## config.mk

```make
export PLATFORM = sky130hd
export DESIGN_NAME = dpi_pattern_gen
export DESIGN_NICKNAME = d
export VERILOG_FILES = /design/src/rtl/dpi_pattern_gen.sv
export SDC_FILE = /design/constraint.sdc
export NUM_CORES = 1
export LEC_CHECK = 0
export ABC_AREA = 1
export ABC_CLOCK_PERIOD_IN_PS = 3300
export BUFFER_PORTS_ARGS = -buffer_cell sky130_fd_sc_hd__clkbuf_2
export CAP_MARGIN = 10
export CORE_MARGIN = 3
export CORE_UTILIZATION = 55
export CTS_BUF_LIST = sky130_fd_sc_hd__clkbuf_4 sky130_fd_sc_hd__clkbuf_8
export DETAILED_ROUTE_END_ITERATION = 12
export PLACE_DENSITY = 0.86
export SLEW_MARGIN = 20
export SYNTH_ARGS = -nofsm -noshare
export SYNTH_HDL_FRONTEND = slang
export SYNTH_SLANG_ARGS = --single-unit
```

## constraint.sdc

```tcl
create_clock -name clk -period 3.3 [get_ports clk]
set_clock_uncertainty 0.2 [all_clocks]
set_input_delay 0.495 -clock clk [delete_from_list [all_inputs] [get_ports clk]]
set_output_delay 0.495 -clock clk [all_outputs]
set_load 0.05 [all_outputs]
```

## src/rtl/dpi_pattern_gen.sv

```systemverilog
// Video timing and test-pattern generator for parallel RGB/DPI panels.
// Free-running h/v counters feed one registered output stage; pattern state changes only between frames.
module dpi_pattern_gen #(
   parameter int H_ACTIVE   = 640,
   parameter int H_FP       = 16,
   parameter int H_SYNC     = 96,
   parameter int H_BP       = 48,
   parameter int V_ACTIVE   = 480,
   parameter int V_FP       = 10,
   parameter int V_SYNC     = 2,
   parameter int V_BP       = 33,
   parameter bit HS_POL     = 1'b0,
   parameter bit VS_POL     = 1'b0,
   parameter int FRAME_RATE = 60,
   parameter int COLOR_BITS = 8,
   parameter int POS_BITS   = 11
) (
   input  logic                      clk,
   input  logic                      reset,
   input  logic [2:0]                mode,
   input  logic [3*COLOR_BITS-1:0]   solid_rgb,
   output logic                      hsync,
   output logic                      vsync,
   output logic                      den,
   output logic [COLOR_BITS-1:0]     red,
   output logic [COLOR_BITS-1:0]     green,
   output logic [COLOR_BITS-1:0]     blue,
   output logic [POS_BITS-1:0]       x,
   output logic [POS_BITS-1:0]       y,
   output logic                      frame_start,
   output logic [3:0]                seconds
);

   typedef logic [POS_BITS-1:0] pos_t;

   localparam int H_TOTAL = H_ACTIVE + H_FP + H_SYNC + H_BP;
   localparam int V_TOTAL = V_ACTIVE + V_FP + V_SYNC + V_BP;
   localparam int BAR_W   = H_ACTIVE / 8;
   localparam int FC_W    = (FRAME_RATE > 1) ? $clog2(FRAME_RATE) : 1;

   localparam pos_t H_LAST = pos_t'(H_TOTAL - 1);
   localparam pos_t V_LAST = pos_t'(V_TOTAL - 1);
   localparam pos_t H_ACT  = pos_t'(H_ACTIVE);
   localparam pos_t V_ACT  = pos_t'(V_ACTIVE);
   localparam pos_t HS_BEG = pos_t'(H_ACTIVE + H_FP);
   localparam pos_t HS_END = pos_t'(H_ACTIVE + H_FP + H_SYNC);
   localparam pos_t VS_BEG = pos_t'(V_ACTIVE + V_FP);
   localparam pos_t VS_END = pos_t'(V_ACTIVE + V_FP + V_SYNC);

   localparam logic [POS_BITS:0]   H_ACT_X = (POS_BITS+1)'(H_ACTIVE);
   localparam logic [POS_BITS:0]   BAR_LEN = (POS_BITS+1)'(16);
   localparam logic [POS_BITS:0]   STEP    = (POS_BITS+1)'(4);
   localparam logic [FC_W-1:0]     FC_LAST = FC_W'(FRAME_RATE - 1);

   // {r,g,b} on/off flags for the eight colour bars, left to right
   function automatic logic [2:0] bar_color(input logic [2:0] idx);
      case (idx)
         3'd0:    return 3'b111;
         3'd1:    return 3'b110;
         3'd2:    return 3'b011;
         3'd3:    return 3'b010;
         3'd4:    return 3'b101;
         3'd5:    return 3'b100;
         3'd6:    return 3'b001;
         default: return 3'b000;
      endcase
   endfunction

   function automatic logic [3*COLOR_BITS-1:0] expand(input logic [2:0] c);
      return {{COLOR_BITS{c[2]}}, {COLOR_BITS{c[1]}}, {COLOR_BITS{c[0]}}};
   endfunction

   pos_t                    h_cnt_p0, v_cnt_p0, bar_off;
   logic [2:0]              mode_q, mode_p0, bar_idx_p0;
   logic [FC_W-1:0]         frame_cnt;
   logic [3:0]              sec_cnt;
   logic                    first_px_p0, last_px_p0, vld_p0, hs_act_p0, vs_act_p0, in_bar_p0;
   logic [POS_BITS:0]       bar_next;
   logic [3*COLOR_BITS-1:0] rgb_p0, rgb_p1;
   logic                    hsync_p1, vsync_p1, vld_p1, frame_start_p1;
   pos_t                    x_p1, y_p1;

   // ---- stage p0: counters and frame-level state ----
   always_ff @(posedge clk) begin
      if (reset) begin
         h_cnt_p0  <= '0;
         v_cnt_p0  <= '0;
         mode_q    <= '0;
         bar_off   <= '0;
         frame_cnt <= '0;
         sec_cnt   <= '0;
      end else begin
         if (h_cnt_p0 == H_LAST) begin
            h_cnt_p0 <= '0;
            v_cnt_p0 <= (v_cnt_p0 == V_LAST) ? '0 : v_cnt_p0 + 1'b1;
         end else begin
            h_cnt_p0 <= h_cnt_p0 + 1'b1;
         end
         if (first_px_p0)
            mode_q <= mode;
         // Frame-level state advances on the last pixel so every pixel of a frame sees one value
         if (last_px_p0) begin
            bar_off <= (bar_next >= H_ACT_X) ? pos_t'(bar_next - H_ACT_X) : pos_t'(bar_next);
            if (frame_cnt == FC_LAST) begin
               frame_cnt <= '0;
               sec_cnt   <= sec_cnt + 1'b1;
            end else begin
               frame_cnt <= frame_cnt + 1'b1;
            end
         end
      end
   end

   always_comb begin
      first_px_p0 = (h_cnt_p0 == '0) && (v_cnt_p0 == '0);
      last_px_p0  = (h_cnt_p0 == H_LAST) && (v_cnt_p0 == V_LAST);
      vld_p0      = (h_cnt_p0 < H_ACT) && (v_cnt_p0 < V_ACT);
      hs_act_p0   = (h_cnt_p0 >= HS_BEG) && (h_cnt_p0 < HS_END);
      vs_act_p0   = (v_cnt_p0 >= VS_BEG) && (v_cnt_p0 < VS_END);
      // The first pixel uses the incoming mode directly, since the register only loads on that edge
      mode_p0     = first_px_p0 ? mode : mode_q;
      bar_next    = {1'b0, bar_off} + STEP;
      in_bar_p0   = ({1'b0, h_cnt_p0} >= {1'b0, bar_off}) &&
                    ({1'b0, h_cnt_p0} < ({1'b0, bar_off} + BAR_LEN));
   end

   always_comb begin
      bar_idx_p0 = '0;
      for (int k = 1; k < 8; k++)
         if (h_cnt_p0 >= pos_t'(k * BAR_W))
            bar_idx_p0 = 3'(k);
   end

   always_comb begin
      rgb_p0 = '0;
      if (vld_p0) begin
         case (mode_p0)
            3'd0:    rgb_p0 = solid_rgb;
            3'd1:    rgb_p0 = expand(bar_color(bar_idx_p0));
            3'd2:    rgb_p0 = expand({3{h_cnt_p0[5] ^ v_cnt_p0[5]}});
            3'd3:    rgb_p0 = {h_cnt_p0[COLOR_BITS-1:0], v_cnt_p0[COLOR_BITS-1:0], COLOR_BITS'(frame_cnt)};
            3'd4:    rgb_p0 = expand({3{in_bar_p0}});
            default: rgb_p0 = '0;
         endcase
      end
   end

   // ---- stage p1: registered outputs ----
   always_ff @(posedge clk) begin
      if (reset) begin
         hsync_p1       <= ~HS_POL;
         vsync_p1       <= ~VS_POL;
         vld_p1         <= 1'b0;
         rgb_p1         <= '0;
         x_p1           <= '0;
         y_p1           <= '0;
         frame_start_p1 <= 1'b0;
      end else begin
         hsync_p1       <= hs_act_p0 ? HS_POL : ~HS_POL;
         vsync_p1       <= vs_act_p0 ? VS_POL : ~VS_POL;
         vld_p1         <= vld_p0;
         rgb_p1         <= rgb_p0;
         x_p1           <= h_cnt_p0;
         y_p1           <= v_cnt_p0;
         frame_start_p1 <= first_px_p0;
      end
   end

   assign hsync       = hsync_p1;
   assign vsync       = vsync_p1;
   assign den         = vld_p1;
   assign red         = rgb_p1[3*COLOR_BITS-1:2*COLOR_BITS];
   assign green       = rgb_p1[2*COLOR_BITS-1:COLOR_BITS];
   assign blue        = rgb_p1[COLOR_BITS-1:0];
   assign x           = x_p1;
   assign y           = y_p1;
   assign frame_start = frame_start_p1;
   assign seconds     = sec_cnt;

endmodule

```

==> impl_metrics.env, run 1 <==
export IMPL_hold_path_class="reg -> reg"
export IMPL_antenna_left=0
export IMPL_crit_arrival_ps=2740
export IMPL_rsz0062_at_grt="no"
export IMPL_route_detailed_drc=0
export IMPL_clk_latency_ps=370
export IMPL_numCtsBuffers=9
export IMPL_track_usage_pct=23.4
export IMPL_grt_pass1_wl_mm=19.0
export IMPL_antenna_found_initial=0
export IMPL_max_slew_margin_pct=48.5
export IMPL_die_w_um=98.7
export IMPL_clkSinkCount=94
export IMPL_synthCells=654
export IMPL_fin_ws_ps=596
export IMPL_postCtsSetupRepairBufs=0
export IMPL_clk_pin_slew_ps=110
export IMPL_avgViaCountPerCell=5.28
export IMPL_yosysTopAreaCell="dfxtp_1"
export IMPL_cp_required_ps=3330
export IMPL_synth_seq_cells=94
export IMPL_crit_path_start_kind="flip-flop"
export IMPL_power_density_nw_per_um2=453
export IMPL_slew_viol_final=0
export IMPL_fp_row_count=33
export IMPL_area_growth_pct=14.8
export IMPL_num_antenna_cells=0
export IMPL_yosysTopAreaCellShare_pct=39.8
export IMPL_synth_cell_types=40
export IMPL_switching_share_pct=34.7
export IMPL_grt_busiest_layer="met2"
export IMPL_cp_end_kind="flip-flop"
export IMPL_post_route_period_util_pct=81.9
export IMPL_cts_tree="done"
export IMPL_use_met2_pct=40.9
export IMPL_hold_viol=0
export IMPL_min_period_ps=2700
export IMPL_cts_root_buf="clkbuf_8"
export IMPL_drive_gt1_share_pct=18.1
export IMPL_ios=83
export IMPL_grt_max_degree=33
export IMPL_core_um2=8300
export IMPL_ctsHoldBuffers=0
export IMPL_p_int_mw=1.61
export IMPL_async_flop_share_pct=0
export IMPL_drtIter0Drc=335
export IMPL_synth_area_per_cell_um2=7.23
export IMPL_ys_flop_type="dfxtp_1"
export IMPL_ys_top_cells_by_area="dfxtp_1, nor2_1, nand2_1"
export IMPL_worstSetupPathType="reg -> reg"
export IMPL_crit_fanout=24
export IMPL_fin_setup_tns_ps=0
export IMPL_die_area_um2=9750
export IMPL_port_buffer_count=82
export IMPL_synth_seq_area_share_pct=39.8
export IMPL_postCtsResizedCells=0
export IMPL_tightest_slew_ps=771
export IMPL_switchingPower_mw=0.853
export IMPL_syn_num_nets=709
export IMPL_setup_viol=0
export IMPL_grt_util_met1_pct=28.8
export IMPL_wire_per_inst_um=13.3
export IMPL_grt_overflow_total=0
export IMPL_met3_usage_pct=5.02
export IMPL_max_vdd_ir_drop_v=0.000224
export IMPL_die_y_um=98.7
export IMPL_synth_edf_count=0
export IMPL_status="complete, no violations"
export IMPL_synth_warnings=0
export IMPL_pre_cts_slack_ps=630
export IMPL_vias=4484
export IMPL_place_gp_congestion=0.959
export IMPL_htreeDepth=3
export IMPL_clockPowerShare_pct=30.9
export IMPL_grt_pass1_vias=4257
export IMPL_totalWireLength_mm=11.3
export IMPL_dp_hpwl_mm=8.67
export IMPL_start_util_pct=57.0
export IMPL_cts_buffer_depth=2
export IMPL_p_comb_share_pct=20.1
export IMPL_power_leakage_nw=2.57
export IMPL_fin_nets=794
export IMPL_max_freq_ghz=0.370
export IMPL_power_frac_seq_pct=49.0
export IMPL_drtPass1Iterations=5
export IMPL_syn_cell_area_um2=4730
export IMPL_max_cap_violations=0
placed cells by master, fill, tap and decap left out, types with 6 or more instances in the layout:
| master | count |
|---|---|
| ha_1 | 26 |
| inv_1 | 76 |
| a21oi_1 | 26 |
| nand3_1 | 22 |
| nand2_1 | 123 |
| xor2_1 | 15 |
| clkbuf_2 | 82 |
| nor3_1 | 10 |
| nor2_1 | 133 |
| o21ai_1 | 10 |
| nand3_2 | 6 |
| dfxtp_1 | 94 |
| nand2_2 | 6 |
| clkbuf_8 | 9 |
| inv_2 | 8 |
| o21ai_0 | 29 |
| nor4_1 | 6 |
| nand4_1 | 15 |
path summary, 6_finish.rpt:
kind	startpoint	to	slack, ps	cells past startpoint
setup / recovery	v_cnt_p0[1]	rgb_p1[10]	600	13
hold / removal	h_cnt_p0[0]	h_cnt_p0[0]	250	1
setup reg to reg	v_cnt_p0[1]	rgb_p1[10]	600	13
hold reg to reg	h_cnt_p0[0]	h_cnt_p0[0]	250	1
kinds of logic after synthesis:
| family | share of synthesized area (%) |
|---|---|
| xor+xnor | 4.05 |
| compound gates | 9.10 |
| simple gates | 32.0 |
| fa+ha+maj | 6.88 |
| buf+inv | 8.20 |
| flops | 39.8 |
flip-flops by register name, indices dropped and copies added, names as in the netlist:
register     count
bar_off          9
den              1
frame_cnt        6
frame_start      1
h_cnt_p0        11
hsync            1
mode_q           3
rgb_p1          24
seconds          4
v_cnt_p0        11
vsync            1
x               11
y               11
cells in the mapped netlist (all sizes together), types with 2 or more instances:
master,count
a21oi,26
dfxtp,94
nand3,28
inv,84
nor4,6
xor2,16
a211oi,3
nand2,131
nor3,10
nor3b,2
o21a,5
nand4,16
nand3b,2
or2,2
nor2,141
xnor2,5
o21ai,39
buf,7
ha,26
clkbuf,4
metrics by stage:
| stage | cells | hold slack, ps | power (mW) | area (um^2) | utilization (%) |
|---|---|---|---|---|---|
| floorplan | 654 | 217 | 1.62 | 4730 | - |
| global placement | 833 | 230 | 1.72 | 5230 | 63.0 |
| detailed placement | 833 | 238 | 1.73 | 5230 | 63.0 |
| CTS | 849 | 245 | 2.47 | 5430 | 65.4 |
| global route | 849 | 262 | 2.56 | 5430 | 65.4 |
| finish | 849 | 246 | 2.46 | 5430 | 65.4 |
critical path: stages, from the launching register on:
cell	delay, ps
dfxtp_1	340
inv_1	170
ha_1	210
inv_1	60
nor2_1	180
nand2_1	120
nor2_4	140
nand3_2	110
nand2_1	120
nand2_4	80
inv_2	80
nand2_1	50
nand2_1	570
nor2_1	140
layer usage:
layer | up-vias | part of all wire (%)
met4 | 0 | 2.6
met2 | 174 | 47
met5 | - | 0
li1 | 2253 | -
met1 | 2027 | 43
met3 | 30 | 6.9
final cells by class:
cell class,instances,area (um^2)
fillers,704,2870
multi-input cells,464,2460
flip-flops and latches,94,1880
repair buffers,85,433
inverters,85,320
well taps,105,131
clock buffers,9,124
clock inverters,7,80.1
power groups by stage:
stage | Combinational [mW] | Sequential, mW | Clock, mW
floorplan | 0.215 | 1.41 | 0
CTS | 0.495 | 1.21 | 0.768
finish | 0.494 | 1.21 | 0.760
global route | 0.539 | 1.21 | 0.810
global placement | 0.484 | 1.23 | 0
detailed placement | 0.493 | 1.23 | 0
Power figures use the tool's default switching activity.
==> run 2: changes to the inputs <==
- ABC_CLOCK_PERIOD_IN_PS: 3300 -> 2500
- clock period: 3.3 -> 2.5 ns (I/O delays scaled with it)
==> impl_metrics.env, run 2 (synthesis gave the netlist of run 1 again) <==
export IMPL_status="complete, no violations"
export IMPL_r2r_cells=14
export IMPL_final_util_pct=68.9
export IMPL_numCtsBuffers=9
export IMPL_dp_hpwl_mm=8.88
export IMPL_crit_arrival_ps=2560
export IMPL_drtIter0Drc=344
export IMPL_ctsHoldBuffers=0
export IMPL_layout_common_cells="nor2_1, nand2_1, dfxtp_1, clkbuf_2, inv_1"
export IMPL_clk_pin_slew_ps=110
export IMPL_switchingPower_mw=1.19
export IMPL_port_buffer_count=82
export IMPL_die_area_um2=9750
export IMPL_cp_cell_sequence="buf_6 > nand3_4 > xor2_1 > ha_1 > a21o_1 > nor2_1 > nor2_1 > nor2_1 > nand2_1 > nor2_4 > nand2_4 > nand3_4 > nor2_2 > nor2_1"
export IMPL_power_frac_seq_pct=47.5
export IMPL_cp_required_ps=2610
export IMPL_tightest_slew_ps=516
export IMPL_die_w_um=98.7
export IMPL_slew_viol_final=0
export IMPL_p_int_mw=2.16
export IMPL_cts_tree="done"
export IMPL_largest_reg_flops=24
export IMPL_min_period_ps=2450
export IMPL_htreeDepth=3
export IMPL_grt_max_degree=33
export IMPL_ios=83
export IMPL_totalWireLength_mm=12.3
export IMPL_start_util_pct=57.0
export IMPL_track_usage_pct=24.1
export IMPL_post_route_period_util_pct=98.0
export IMPL_grt_pass1_wl_mm=19.4
export IMPL_clkSinkCount=94
export IMPL_max_cap_violations=0
export IMPL_vias=4659
export IMPL_crit_path_frequent_cell="nor2_1"
export IMPL_clk_latency_ps=380
export IMPL_area_growth_pct=21.0
export IMPL_max_slew_margin_pct=65.3
export IMPL_antenna_left=0
export IMPL_clockPowerShare_pct=30.4
export IMPL_wire_per_inst_um=14.2
export IMPL_rsz0062_at_grt="yes"
export IMPL_fin_nets=811
export IMPL_crit_path_start_kind="flip-flop"
export IMPL_place_gp_congestion=0.953
export IMPL_route_detailed_drc=0
export IMPL_largest_register="rgb_p1"
export IMPL_hold_path_depth=5
export IMPL_worstSetupPathType="reg -> reg"
export IMPL_r2r_slack_ps=50
export IMPL_crit_fanout=8
export IMPL_max_stage_delay_ps=390
export IMPL_power_density_nw_per_um2=586
export IMPL_core_um2=8300
export IMPL_avgViaCountPerCell=5.38
export IMPL_cts_root_buf="clkbuf_8"
export IMPL_die_y_um=98.7
export IMPL_hold_viol=0
export IMPL_fp_row_count=33
export IMPL_switching_share_pct=35.5
export IMPL_setup_viol=0
export IMPL_max_freq_ghz=0.408
export IMPL_p_comb_share_pct=22.1
export IMPL_drtPass1Iterations=5
export IMPL_crit_path_top_delay_cell="dfxtp_4"
export IMPL_grt_pass1_vias=4353
export IMPL_mostFrequentLayoutCell="nor2_1"
export IMPL_antenna_found_initial=0
export IMPL_num_antenna_cells=0
export IMPL_drive_gt1_share_pct=23.4
export IMPL_power_leakage_nw=2.70
export IMPL_cp_end_kind="flip-flop"
export IMPL_cts_buffer_depth=2
export IMPL_grt_overflow_total=0
export IMPL_max_vdd_ir_drop_v=0.000282
export IMPL_fin_setup_tns_ps=0
export IMPL_hold_path_class="in -> reg"
==> run 2: cell count changes in the layout (fill, tap and decap cells not counted), moves of 3 or more <==
cell / previous run / this run
nor2_1: 133 / 122
nand2_1: 123 / 119
nand3_4: 0 / 4
nor2_4: 4 / 8
nor2_2: 3 / 11
dfxtp_4: 0 / 3
dfxtp_1: 94 / 88
dfxtp_2: 0 / 3
nand3_2: 6 / 2
buf_4: 3 / 17
==> run 2: layout make-up <==
| class | count | area, um^2 |
|---|---|---|
| well taps | 105 | 131 |
| inverters | 85 | 320 |
| multi-input cells | 465 | 2600 |
| fillers | 649 | 2580 |
| flip-flops and latches | 94 | 1900 |
| clock inverters | 7 | 78.8 |
| clock buffers | 9 | 124 |
| repair buffers | 101 | 569 |
==> run 2: layer usage <==
layer  global-route usage (%)  vias up  share of wire (%)
met2                     43.0      190                 50
li1                         -     2298                  -
met5                        0        -                  0
met3                     4.53       30                6.4
met1                     29.2     2141                 41
met4                     7.98        0                2.4
==> run 2: worst paths after layout <==
check | from | endpoint
min reg2reg | h_cnt_p0[0] | h_cnt_p0[0]
max reg2reg | bar_off[4] | rgb_p1[6]
max | bar_off[4] | rgb_p1[6]
min | solid_rgb[4] | rgb_p1[4]
==> run 2: power by group through the flow <==
stage / Combinational (mW) / Sequential, mW / Clock, mW
6_report: 0.741 / 1.59 / 1.02
5_1_grt: 0.794 / 1.60 / 1.08
4_1_cts: 0.681 / 1.59 / 1.02
3_5_place_dp: 0.666 / 1.63 / 0
3_3_place_gp: 0.647 / 1.63 / 0
2_1_floorplan: 0.283 / 1.86 / 0
==> run 2: repair_timing <==
action,in CTS,in global routing
gates cloned,0,1
resized for setup,7,36
setup buffers,0,5
setup endpoints to repair,24,27
pin swaps,1,13
==> run 2: worst max-delay path, delay by kind of cell, from the launching register on <==
family / cells / cell delay, ps
adders and majority gates: 1 / 320
DFF: 1 / 390
buffers and inverters: 1 / 110
AOI/OAI and AO/OA: 1 / 190
xor gates and xnor gates: 1 / 170
and+or+nand+nor: 10 / 1000
==> run 2: through the flow <==
step / setup WS (ps) / hold slack [ps] / cells / instance area, um^2 / total power [mW]
finish: 50.4 / 118 / 866 / 5720 / 3.35
global route: -60.6 / 142 / 866 / 5720 / 3.47
CTS: 15.3 / 116 / 860 / 5550 / 3.30
detailed placement: -53.4 / 250 / 844 / 5320 / 2.30
global placement: 45.0 / 231 / 844 / 5320 / 2.27
floorplan: 215 / 217 / 654 / 4730 / 2.14
